==> src/rtl/serial_adder.sv <==
// -----------------------------------------------------------------------------
// serial_adder
//
// Bit-serial adder/subtractor. One full-adder cell and a registered carry work
// through two WIDTH-bit operands LSB-first, one bit per clock, under a
// start/busy/done handshake. Subtraction is A + ~B + 1 with the borrow-in
// folded into the initial carry (carry = cin ^ sub).
//
// Parameters
//   WIDTH  operand/result width in bits, WIDTH >= 2 (default 8)
//
// Ports
//   clk    in   1      clock, rising edge
//   rst_n  in   1      asynchronous active-low reset
//   start  in   1      request, accepted in IDLE or DONE
//   sub    in   1      0 = a+b+cin, 1 = a-b-cin (sampled with start)
//   a      in   WIDTH  operand A (sampled with start)
//   b      in   WIDTH  operand B (sampled with start)
//   cin    in   1      carry-in / borrow-in (sampled with start)
//   busy   out  1      high while bits are being processed
//   done   out  1      one-cycle pulse; results valid from this cycle
//   sum    out  WIDTH  registered result
//   cout   out  1      carry out of MSB (sub mode: 1 = no borrow)
//   ovf    out  1      two's-complement overflow
// -----------------------------------------------------------------------------
module serial_adder #(
  parameter int WIDTH = 8
) (
  input  logic             clk,
  input  logic             rst_n,
  input  logic             start,
  input  logic             sub,
  input  logic [WIDTH-1:0] a,
  input  logic [WIDTH-1:0] b,
  input  logic             cin,
  output logic             busy,
  output logic             done,
  output logic [WIDTH-1:0] sum,
  output logic             cout,
  output logic             ovf
);

  localparam int CNT_W = $clog2(WIDTH);
  localparam logic [CNT_W-1:0] LAST_BIT = CNT_W'(WIDTH - 1);

  typedef enum logic [1:0] {
    IDLE  = 2'd0,
    SHIFT = 2'd1,
    DONE  = 2'd2
  } state_t;

  state_t           state;
  logic [WIDTH-1:0] op_a;
  logic [WIDTH-1:0] op_b;
  logic [WIDTH-1:0] res;
  logic             carry;
  logic [CNT_W-1:0] cnt;

  // Full-adder cell on the current LSBs.
  logic bit_s;
  logic bit_c;
  logic last;
  logic [WIDTH-1:0] res_next;

  assign bit_s    = op_a[0] ^ op_b[0] ^ carry;
  assign bit_c    = (op_a[0] & op_b[0]) | (op_a[0] & carry) | (op_b[0] & carry);
  assign last     = (cnt == LAST_BIT);
  assign res_next = {bit_s, res[WIDTH-1:1]};

  // NOTE: every register here is sequential state, so it is assigned with
  // non-blocking (<=) only; blocking assignments would make the shift chain
  // order-dependent in simulation.
  always_ff @(posedge clk or negedge rst_n) begin
    if (!rst_n) begin
      // NOTE: all datapath registers are reset too, not just control; an
      // aborted operation must leave nothing behind for the next one.
      state <= IDLE;
      op_a  <= '0;
      op_b  <= '0;
      res   <= '0;
      carry <= 1'b0;
      cnt   <= '0;
      busy  <= 1'b0;
      done  <= 1'b0;
      sum   <= '0;
      cout  <= 1'b0;
      ovf   <= 1'b0;
    end else begin
      case (state)
        IDLE, DONE: begin
          done <= 1'b0;
          if (start) begin
            // Inverting B and the carry turns the adder into A - B - cin.
            op_a  <= a;
            op_b  <= b ^ {WIDTH{sub}};
            carry <= cin ^ sub;
            cnt   <= '0;
            res   <= '0;
            busy  <= 1'b1;
            state <= SHIFT;
          end else begin
            busy  <= 1'b0;
            state <= IDLE;
          end
        end

        SHIFT: begin
          op_a  <= op_a >> 1;
          op_b  <= op_b >> 1;
          carry <= bit_c;
          res   <= res_next;
          if (last) begin
            // carry still holds the carry into the MSB on this edge.
            sum   <= res_next;
            cout  <= bit_c;
            ovf   <= carry ^ bit_c;
            busy  <= 1'b0;
            done  <= 1'b1;
            state <= DONE;
          end else begin
            cnt <= cnt + CNT_W'(1);
          end
        end

        default: begin
          busy  <= 1'b0;
          done  <= 1'b0;
          state <= IDLE;
        end
      endcase
    end
  end

endmodule

==> config.mk <==
export PLATFORM = sky130hd
export DESIGN_NAME = serial_adder
export DESIGN_NICKNAME = d
export VERILOG_FILES = /design/src/rtl/serial_adder.sv
export SDC_FILE = /design/constraint.sdc
export NUM_CORES = 1
export LEC_CHECK = 0
export BUFFER_PORTS_ARGS = -buffer_cell sky130_fd_sc_hd__buf_2
export CELL_PAD_IN_SITES_DETAIL_PLACEMENT = 1
export CELL_PAD_IN_SITES_GLOBAL_PLACEMENT = 2
export CORE_MARGIN = 2
export CORE_UTILIZATION = 39
export DETAILED_ROUTE_END_ITERATION = 12
export PLACE_DENSITY_LB_ADDON = 0.1
export SLEW_MARGIN = 30
export SYNTH_ARGS = -nofsm -noshare
export SYNTH_HDL_FRONTEND = slang
export SYNTH_SLANG_ARGS = --single-unit
==> constraint.sdc <==
create_clock -name clk -period 4.2 [get_ports clk]
set_input_delay 0.84 -clock clk [delete_from_list [all_inputs] [get_ports clk]]
set_output_delay 0.84 -clock clk [all_outputs]
set_load 0.01 [all_outputs]
==> flow_metrics.py, run 1 <==
metrics = {
    "drt": {
        "ant_nets": 0,
        "drt-met1-wl_um": 1646,
        "drt-total-wl_um": 3349,
        "vias": 1106,
        "met2_length_um": 1510,
        "detailedRoute.firstPassIterationCount": 4,
        "drt_iter0_drc": 75,
        "via_per_inst": 5.192,
        "drc_errors": 0,
        "wire_per_inst_um": 15.72,
        "met3WireLength_um": 143,
        "highest_layer": "met4",
    },
    "worst_setup_path": {
        "crit_slowest_cell": "nor2b_1",
        "cpPeakStageDelay_ns": 0.67,
        "r2r_start": "busy$_DFFE_PN0P_",
        "rr_worst_depth": 3,
        "cp.arrival_ns": 2.23,
        "cp-end-kind": "flop",
        "r2r-end": "op_b[3]$_DFFE_PN0P_",
        "rrSetupSlack_ns": 2.31,
        "crit_path_start": "start",
        "worst_ep_required_time_ns": 4.37,
        "worstSetupPathType": "in -> reg",
        "crit_end": "op_b[3]$_DFFE_PN0P_",
        "path_cells": "buf_2 -> nor2b_1 -> nor2_4 -> a221o_1",
        "critPathLaunchType": "primary input",
        "crit_fanout": 24,
    },
    "clocking": {
        "cts.clk_slew.worst_paths_ns": 0.07,
        "postCtsHoldBufs": 0,
        "cts.path.max_buffers": 2,
        "clk_latency_ns": 0.29,
        "cts_resized": 0,
        "post_cts_buffers": 0,
        "cts_buffers": 5,
        "cts_tree": "built",
        "cts.htree.levels": 2,
        "cts_sinks": 40,
        "cts_root_buf": "clkbuf_8",
    },
    "logic_synthesis": {
        "ys_seq_area_frac": 0.5801,
        "ys_ff_latch": 40,
        "synthTopCellsByArea": "dfrtp_1 (58%), a22o_1 (8.1%), mux2_2 (5.9%)",
        "netlist_area_um2": 1725,
        "synth_cells": 130,
        "synth_area_per_cell_um2": 13.27,
        "synth_cell_type_count": 25,
        "ys_warn_count": 0,
        "synth_top_area_frac": 0.5801,
        "yosysTopAreaCell": "dfrtp_1",
        "synth_fp_nets": 154,
    },
    "timing": {
        "skew_ns": 0.003643,
        "finalSetupViolations": 0,
        "fin_setup_tns_ns": 0,
        "tightest_slew_ns": 0.8429,
        "final.period_utilization": 0.4919,
        "drv_slew": 0,
        "setup_ws_ns": 2.134,
        "fmax_mhz": 484.0,
        "fin_crit_ns": 2.066,
        "hold_viol": 0,
        "rsz0062_at_grt": "false",
        "slew_headroom": 0.4369,
    },
    "die": {
        "placementRows": 24,
        "start_util": 0.4018,
        "ios": 33,
        "die-area_um2": 4972,
        "fp.dieH_um": 70.52,
        "core_area_um2": 4294,
        "die_w_um": 70.52,
    },
    "pwr": {
        "p_per_area_nw_per_um2": 752.4,
        "ir_worst_vdd_mv": 0.2779,
        "p_leak_nw": 1.020,
    },
    "global_routing": {
        "grt_pass1_wl_um": 5554,
        "grt_pass1_vias": 1150,
        "grtUsageTotal": 0.1446,
        "grt_overflow": 0,
        "antenna_found_initial": 0,
        "grt_start_max_net_pins": 41,
    },
    "placed_design": {
        "hpwl_um": 2207,
        "port_buffers": 32,
        "placed_area_um2": 1878,
        "dp_cells": 204,
        "globalplace.congestion": 0.7155,
        "preCtsSetupSlack_ns": 1.805,
    },
    "min_path": {
        "hold_class": "in -> async",
    },
    "final_layout": {
        "final_area_um2": 2006,
        "drive_gt1_frac": 0.3168,
        "n_antenna_cell": 0,
        "layout.cells.non_filler": 213,
        "area_growth_pct": 16.24,
        "fin_nets": 184,
        "fillers": 470,
        "post-route-util": 0.4671,
    },
    "run": {
        "cap_violations": 0,
    },
    "run_status": {
        "run_status": "finished clean",
    },
}
[power by group]
part	total [mW]	leakage, nW	internal [mW]	switching [mW]
clock network	0.304	0.0552	0.176	0.128
logic	0.541	0.456	0.274	0.267
registers	0.665	0.509	0.556	0.108
total	1.51	1.02	1.01	0.503
[layer usage]
layer / GRT usage / up-vias
li1: - / 524
met1: 0.1847 / 553
met2: 0.2327 / 22
met3: 0.04040 / 7
met4: 0.05769 / 0
met5: 0 / -
[cell type report]
type	instances	area [µm²]	share of cell area
sequential	40	1001	0.4991
multi-input combinational	77	640.6	0.3194
timing repair buffer	33	180.2	0.08983
clock inverter	2	35.03	0.01747
tap	52	65.06	0.03244
clock buffer	6	72.57	0.03618
inverter	3	11.26	0.005614
[worst min-delay path by stage]
stage | start | endpoint | slack (ns)
2_1_floorplan | op_a[1]$_DFFE_PN0P_ | op_a[1]$_DFFE_PN0P_ | 0.45
3_3_place_gp | op_a[6]$_DFFE_PN0P_ | op_a[6]$_DFFE_PN0P_ | 0.46
3_5_place_dp | op_a[6]$_DFFE_PN0P_ | op_a[6]$_DFFE_PN0P_ | 0.47
4_1_cts | op_a[6]$_DFFE_PN0P_ | op_a[6]$_DFFE_PN0P_ | 0.48
5_1_grt | rst_n | sum[5]$_DFFE_PN0P_ | 0.41
6_report | rst_n | sum[5]$_DFFE_PN0P_ | 0.42
[critical path: cells and delay by family]
family | cells | cell delay (ns)
and+or+nand+nor | 2 | 0.95
AOI/OAI and AO/OA | 1 | 0.36
buffers and inverters | 1 | 0.08
[registers in the layout (all words and copies together), names as in the netlist]
register  cells
sum           8
busy          1
ovf           1
op_b          8
state         1
cnt           3
cout          1
done          1
carry         1
res           7
op_a          8
[cells in the final DEF (no fill, tap or decap)]
| master | netlist | final |
|---|---|---|
| xnor2_1 | 9 | 9 |
| nand2b_1 | 1 | 1 |
| clkbuf_1 | 1 | 1 |
| nand3_1 | 3 | 3 |
| nor2_1 | 8 | 8 |
| a21o_1 | 7 | 7 |
| a221o_1 | 8 | 8 |
| or3b_1 | 1 | 1 |
| buf_2 | 4 | 32 |
| o21ai_0 | 4 | 4 |
| fa_1 | 1 | 1 |
| nor2_4 | 1 | 1 |
| nor2b_1 | 1 | 1 |
| nand3b_1 | 1 | 1 |
| clkbuf_8 | 0 | 5 |
| buf_12 | 0 | 1 |
| ha_1 | 2 | 2 |
| mux2_2 | 9 | 9 |
| nand2_1 | 2 | 2 |
| a22o_1 | 16 | 16 |
| xor2_1 | 1 | 1 |
| dfrtp_1 | 40 | 40 |
| inv_1 | 3 | 3 |
| o21a_1 | 1 | 1 |
| bufinv_16 | 0 | 1 |
| clkinv_2 | 0 | 1 |
| nor2b_4 | 1 | 1 |
[per-stage QoR]
step | total power, mW | hold WS [ns]
final | 1.509 | 0.4175
after global routing | 1.630 | 0.4122
after CTS | 1.529 | 0.4839
after detailed placement | 1.220 | 0.4656
after global placement | 1.186 | 0.4598
after floorplan | 1.094 | 0.4496
[kinds of logic (layout without fill, tap and decap cells)]
logic type / count (synthesis) / count (layout) / share of synthesized area
flops: 40 / 40 / 0.5801
compound gates: 36 / 36 / 0.1740
simple gates: 19 / 19 / 0.06164
buf+inv: 13 / 44 / 0.04858
xor+xnor: 10 / 10 / 0.05076
mux: 9 / 9 / 0.05874
fa+ha+maj: 3 / 3 / 0.02610
[Yosys cell counts]
cell type / count
dfrtp_1: 40
a22o_1: 16
mux2_2: 9
xnor2_1: 9
a221o_1: 8
nor2_1: 8
a21o_1: 7
buf_2: 4
o21ai_0: 4
buf_6: 3
inv_1: 3
nand3_1: 3
buf_4: 2
ha_1: 2
nand2_1: 2
clkbuf_1: 1
fa_1: 1
nand2b_1: 1
nand3b_1: 1
nor2_4: 1
nor2b_1: 1
nor2b_4: 1
o21a_1: 1
or3b_1: 1
xor2_1: 1
(Power assumes the default switching activity.)
==> inputs of run 2 (changes only) <==
- CORE_UTILIZATION: 39 -> 33
- clock period: 4.2 -> 1.8 ns (I/O delays scaled with it)
==> flow_metrics.py, run 2 (same netlist as run 1, synthesis figures left out) <==
metrics = {
    "clocking": {
        "cts_buffers": 5,
        "cts_tree": "built",
        "cts_root_buf": "clkbuf_8",
        "cts_resized": 0,
        "cts.htree.levels": 2,
        "cts.path.max_buffers": 2,
        "cts_sinks": 40,
        "clk_latency_ns": 0.29,
        "postCtsHoldBufs": 0,
        "cts.clk_slew.worst_paths_ns": 0.08,
        "post_cts_buffers": 0,
    },
    "timing": {
        "setup_ws_ns": 0.1966,
        "slew_headroom": 0.6209,
        "skew_ns": 0.002638,
        "rsz0062_at_grt": "false",
        "fin_crit_ns": 1.603,
        "fin_setup_tns_ns": 0,
        "drv_slew": 0,
        "tightest_slew_ns": 0.5674,
        "hold_viol": 0,
        "final.period_utilization": 0.8908,
        "finalSetupViolations": 0,
        "whs_ns": 0.1269,
        "fmax_mhz": 623.7,
    },
    "worst_setup_path": {
        "worst_ep_required_time_ns": 1.97,
        "crit_fanout": 7,
        "cp-end-kind": "flop",
        "worstSetupPathType": "reg -> reg",
        "critPathLaunchType": "flop",
        "path_cells": "ha_1 -> ha_1 -> or3b_1 -> nand3_1 -> o21ai_0",
        "crit_slowest_cell": "or3b_1",
        "rr_worst_depth": 5,
        "r2r_start": "cnt[0]$_DFFE_PN0P_",
        "cpMostUsedCell": "ha_1",
        "rrSetupSlack_ns": 0.20,
        "cpPeakStageDelay_ns": 0.46,
        "cp.arrival_ns": 1.77,
        "r2r-end": "cnt[2]$_DFFE_PN0P_",
    },
    "drt": {
        "via_per_inst": 4.872,
        "drc_errors": 0,
        "ant_nets": 0,
        "vias": 1140,
        "drt-total-wl_um": 3433,
        "drt_iter0_drc": 54,
        "detailedRoute.firstPassIterationCount": 2,
        "wire_per_inst_um": 14.67,
    },
    "die": {
        "die-area_um2": 5823,
        "start_util": 0.3400,
        "ios": 33,
        "core_area_um2": 5075,
        "die_w_um": 76.31,
        "placementRows": 26,
        "fp.dieH_um": 76.31,
    },
    "final_layout": {
        "n_antenna_cell": 0,
        "layout_common_cells": "dfrtp_1 (40), buf_2 (32), a22o_1 (16), mux2_2 (9), xnor2_1 (9)",
        "area_growth_pct": 19.22,
        "fillers": 582,
        "largest_registers": "op_a x8, op_b x8, sum x8",
        "layout_commonest_cell": "dfrtp_1",
        "drive_gt1_frac": 0.3354,
        "fin_nets": 187,
        "post-route-util": 0.4053,
    },
    "global_routing": {
        "grt_pass1_vias": 1276,
        "grt_start_max_net_pins": 41,
        "grt_pass1_wl_um": 6127,
        "grt_overflow": 0,
        "grtUsageTotal": 0.1321,
        "antenna_found_initial": 0,
    },
    "min_path": {
        "hold_class": "in -> async",
    },
    "pwr": {
        "total_power_mw": 3.621,
        "p_leak_nw": 1.039,
        "ir_worst_vdd_mv": 0.5735,
        "p_per_area_nw_per_um2": 1760,
    },
    "placed_design": {
        "globalplace.congestion": 0.6899,
        "port_buffers": 32,
        "hpwl_um": 2431,
        "preCtsSetupSlack_ns": 0.1885,
    },
    "run_status": {
        "run_status": "finished clean",
    },
    "run": {
        "cap_violations": 0,
    },
}
-- run 2: how the worst max path moves through the flow --
stage	start	to	slack, ns	depth (start not counted)
2_1_floorplan	cnt[0]$_DFFE_PN0P_	cout$_DFFE_PN0P_	0.25	5
3_3_place_gp	cnt[0]$_DFFE_PN0P_	cnt[0]$_DFFE_PN0P_	0.26	5
3_5_place_dp	cnt[0]$_DFFE_PN0P_	cnt[1]$_DFFE_PN0P_	0.19	5
4_1_cts	cnt[0]$_DFFE_PN0P_	cnt[1]$_DFFE_PN0P_	0.18	5
5_1_grt	cnt[0]$_DFFE_PN0P_	cnt[1]$_DFFE_PN0P_	0.08	5
6_report	cnt[0]$_DFFE_PN0P_	cnt[2]$_DFFE_PN0P_	0.20	5
-- run 2: area by class of cell --
class / instances / area, µm² / area share
Sequential cell: 40 / 1001 / 0.4866
Timing Repair Buffer: 36 / 190.2 / 0.09246
Tap cell: 70 / 87.58 / 0.04258
Clock buffer: 7 / 96.34 / 0.04684
Clock inverter: 1 / 30.03 / 0.01460
Inverter: 3 / 11.26 / 0.005474
Multi-Input combinational cell: 77 / 640.6 / 0.3114
-- run 2: power breakdown --
part           leakage [nW]  switching (mW)  internal [mW]  total, mW
clock                0.0645           0.302          0.489      0.791
sequential            0.509           0.247           1.30       1.54
combinational         0.465           0.624          0.662       1.29
total                  1.04            1.17           2.45       3.62
-- run 2: per-stage QoR --
step | area, µm² | instances
2_1_floorplan | 1725 | 130
3_3_place_gp | 1931 | 226
3_5_place_dp | 1931 | 226
4_1_cts | 2057 | 234
5_1_grt | 2057 | 234
6_report | 2057 | 234
-- run 2: critical path, delay by kind of cell, from the launching register on --
family	cells	cell delay [ns]
AND/OR/NAND/NOR	2	0.59
AO/OA/AOI/OAI	1	0.10
adder cells (fa/ha/maj)	2	0.41
flip-flops	1	0.40
-- run 2: per-layer routing --
layer | GRT usage | routed length (µm) | up-vias
met5 | 0 | 0 | -
met4 | 0.05455 | 58 | 0
met3 | 0.03910 | 159 | 6
met2 | 0.2133 | 1643 | 24
met1 | 0.1659 | 1571 | 577
li1 | - | - | 533
==> inputs of run 3 (changes only) <==
- ABC_CLOCK_PERIOD_IN_PS: unset -> 1800
- SETUP_SLACK_MARGIN: unset -> 0.2
- TNS_END_PERCENT: unset -> 100
==> flow_metrics.py, run 3 (same netlist as run 1, synthesis figures left out) <==
metrics = {
    "placed_design": {
        "port_buffers": 32,
        "preCtsSetupSlack_ns": 0.1885,
        "placed_area_um2": 1931,
        "hpwl_um": 2431,
        "globalplace.congestion": 0.6899,
    },
    "worst_setup_path": {
        "crit_fanout": 7,
        "critPathLaunchType": "flop",
        "r2r-end": "cnt[0]$_DFFE_PN0P_",
        "rr_worst_depth": 5,
        "cp.arrival_ns": 1.68,
        "worst_ep_required_time_ns": 1.97,
        "cp-end-kind": "flop",
        "rrSetupSlack_ns": 0.29,
        "worstSetupPathType": "reg -> reg",
        "r2r_start": "cnt[0]$_DFFE_PN0P_",
    },
    "pwr": {
        "p_leak_nw": 1.047,
        "p_per_area_nw_per_um2": 1768,
        "ir_worst_vdd_mv": 0.5790,
        "total_power_mw": 3.679,
    },
    "timing": {
        "drv_slew": 0,
        "slew_headroom": 0.6209,
        "fin_setup_tns_ns": 0,
        "finalSetupViolations": 0,
        "final.period_utilization": 0.8394,
        "setup_ws_ns": 0.2890,
        "fmax_mhz": 661.8,
        "hold_viol": 0,
        "skew_ns": 0.002716,
        "fin_crit_ns": 1.511,
        "rsz0062_at_grt": "false",
        "tightest_slew_ns": 0.5674,
    },
    "final_layout": {
        "drive_gt1_frac": 0.3554,
        "final_area_um2": 2081,
        "n_antenna_cell": 0,
        "area_growth_pct": 20.59,
        "layout_common_cells": "dfrtp_1 (40), buf_2 (32), a22o_1 (16), mux2_2 (9), xnor2_1 (9)",
        "fin_nets": 189,
        "post-route-util": 0.4100,
        "layout_commonest_cell": "dfrtp_1",
        "largest_registers": "op_a x8, op_b x8, sum x8",
    },
    "global_routing": {
        "grt_pass1_vias": 1292,
        "grtUsageTotal": 0.1326,
        "grt_start_max_net_pins": 41,
        "antenna_found_initial": 0,
        "grt_pass1_wl_um": 6161,
        "grt_overflow": 0,
    },
    "die": {
        "fp.dieH_um": 76.31,
        "die-area_um2": 5823,
        "start_util": 0.3400,
        "die_w_um": 76.31,
        "placementRows": 26,
        "ios": 33,
        "core_area_um2": 5075,
    },
    "run_status": {
        "run_status": "finished clean",
    },
    "clocking": {
        "cts_root_buf": "clkbuf_8",
        "cts.path.max_buffers": 2,
        "cts.htree.levels": 2,
        "cts_tree": "built",
        "clk_latency_ns": 0.29,
        "postCtsHoldBufs": 0,
        "cts.clk_slew.worst_paths_ns": 0.08,
        "cts_sinks": 40,
        "cts_buffers": 5,
    },
    "drt": {
        "drc_errors": 0,
        "detailedRoute.firstPassIterationCount": 2,
        "drt_iter0_drc": 53,
        "via_per_inst": 4.852,
        "wire_per_inst_um": 14.62,
        "ant_nets": 0,
        "drt-total-wl_um": 3451,
        "vias": 1145,
    },
    "run": {
        "cap_violations": 0,
    },
    "min_path": {
        "hold_class": "in -> async",
    },
}
==> run 3: area by class of cell <==
class                      count  area, µm²
fill                         579       2994
sequential                    40       1001
multi-input combinational     77      645.6
timing repair buffer          38      209.0
clock buffer                   7      96.34
tap                           70      87.58
clock inverter                 1      30.03
inverter                       3      11.26
==> run 3: routing by layer <==
metal | GRT usage | up-vias | wire length (µm)
li1 | - | 537 | -
met1 | 0.1651 | 578 | 1573
met2 | 0.2159 | 24 | 1659
met3 | 0.03910 | 6 | 159
met4 | 0.05455 | 0 | 58
met5 | 0 | - | 0
==> run 3: worst max-delay path by stage <==
stage	start	to	slack [ns]	cells after the start
after global placement	cnt[0]$_DFFE_PN0P_	cnt[0]$_DFFE_PN0P_	0.26	5
after global routing	cnt[0]$_DFFE_PN0P_	cnt[0]$_DFFE_PN0P_	0.21	5
after floorplan	cnt[0]$_DFFE_PN0P_	cout$_DFFE_PN0P_	0.25	5
after detailed placement	cnt[0]$_DFFE_PN0P_	cnt[1]$_DFFE_PN0P_	0.19	5
final	cnt[0]$_DFFE_PN0P_	cnt[0]$_DFFE_PN0P_	0.29	5
after CTS	cnt[0]$_DFFE_PN0P_	sum[0]$_DFFE_PN0P_	0.23	5
==> run 3: report_power, final <==
part	internal (mW)	switching (mW)	leakage, nW
Clock	0.489	0.301	0.0645
Combinational	0.709	0.636	0.473
Sequential	1.30	0.246	0.509
Total	2.50	1.18	1.05
==> run 3: critical path: stages, from the launching register on <==
cell,delay [ns]
dfrtp_1,0.39
ha_1,0.20
ha_2,0.18
or3b_4,0.43
nand3_1,0.09
o21ai_0,0.10
==> run 3: per-stage QoR <==
step,hold WS [ns],instances
floorplan,0.06441,130
global placement,0.4433,226
detailed placement,0.4655,226
CTS,0.1445,234
global route,0.1643,236
finish,0.1272,236
==> run 3: timing repair <==
item | CTS | global route
endpoints found under the setup margin | 3 | 12
resized for setup | 1 | 4
setup buffers | 0 | 2
pin swaps | 0 | 1
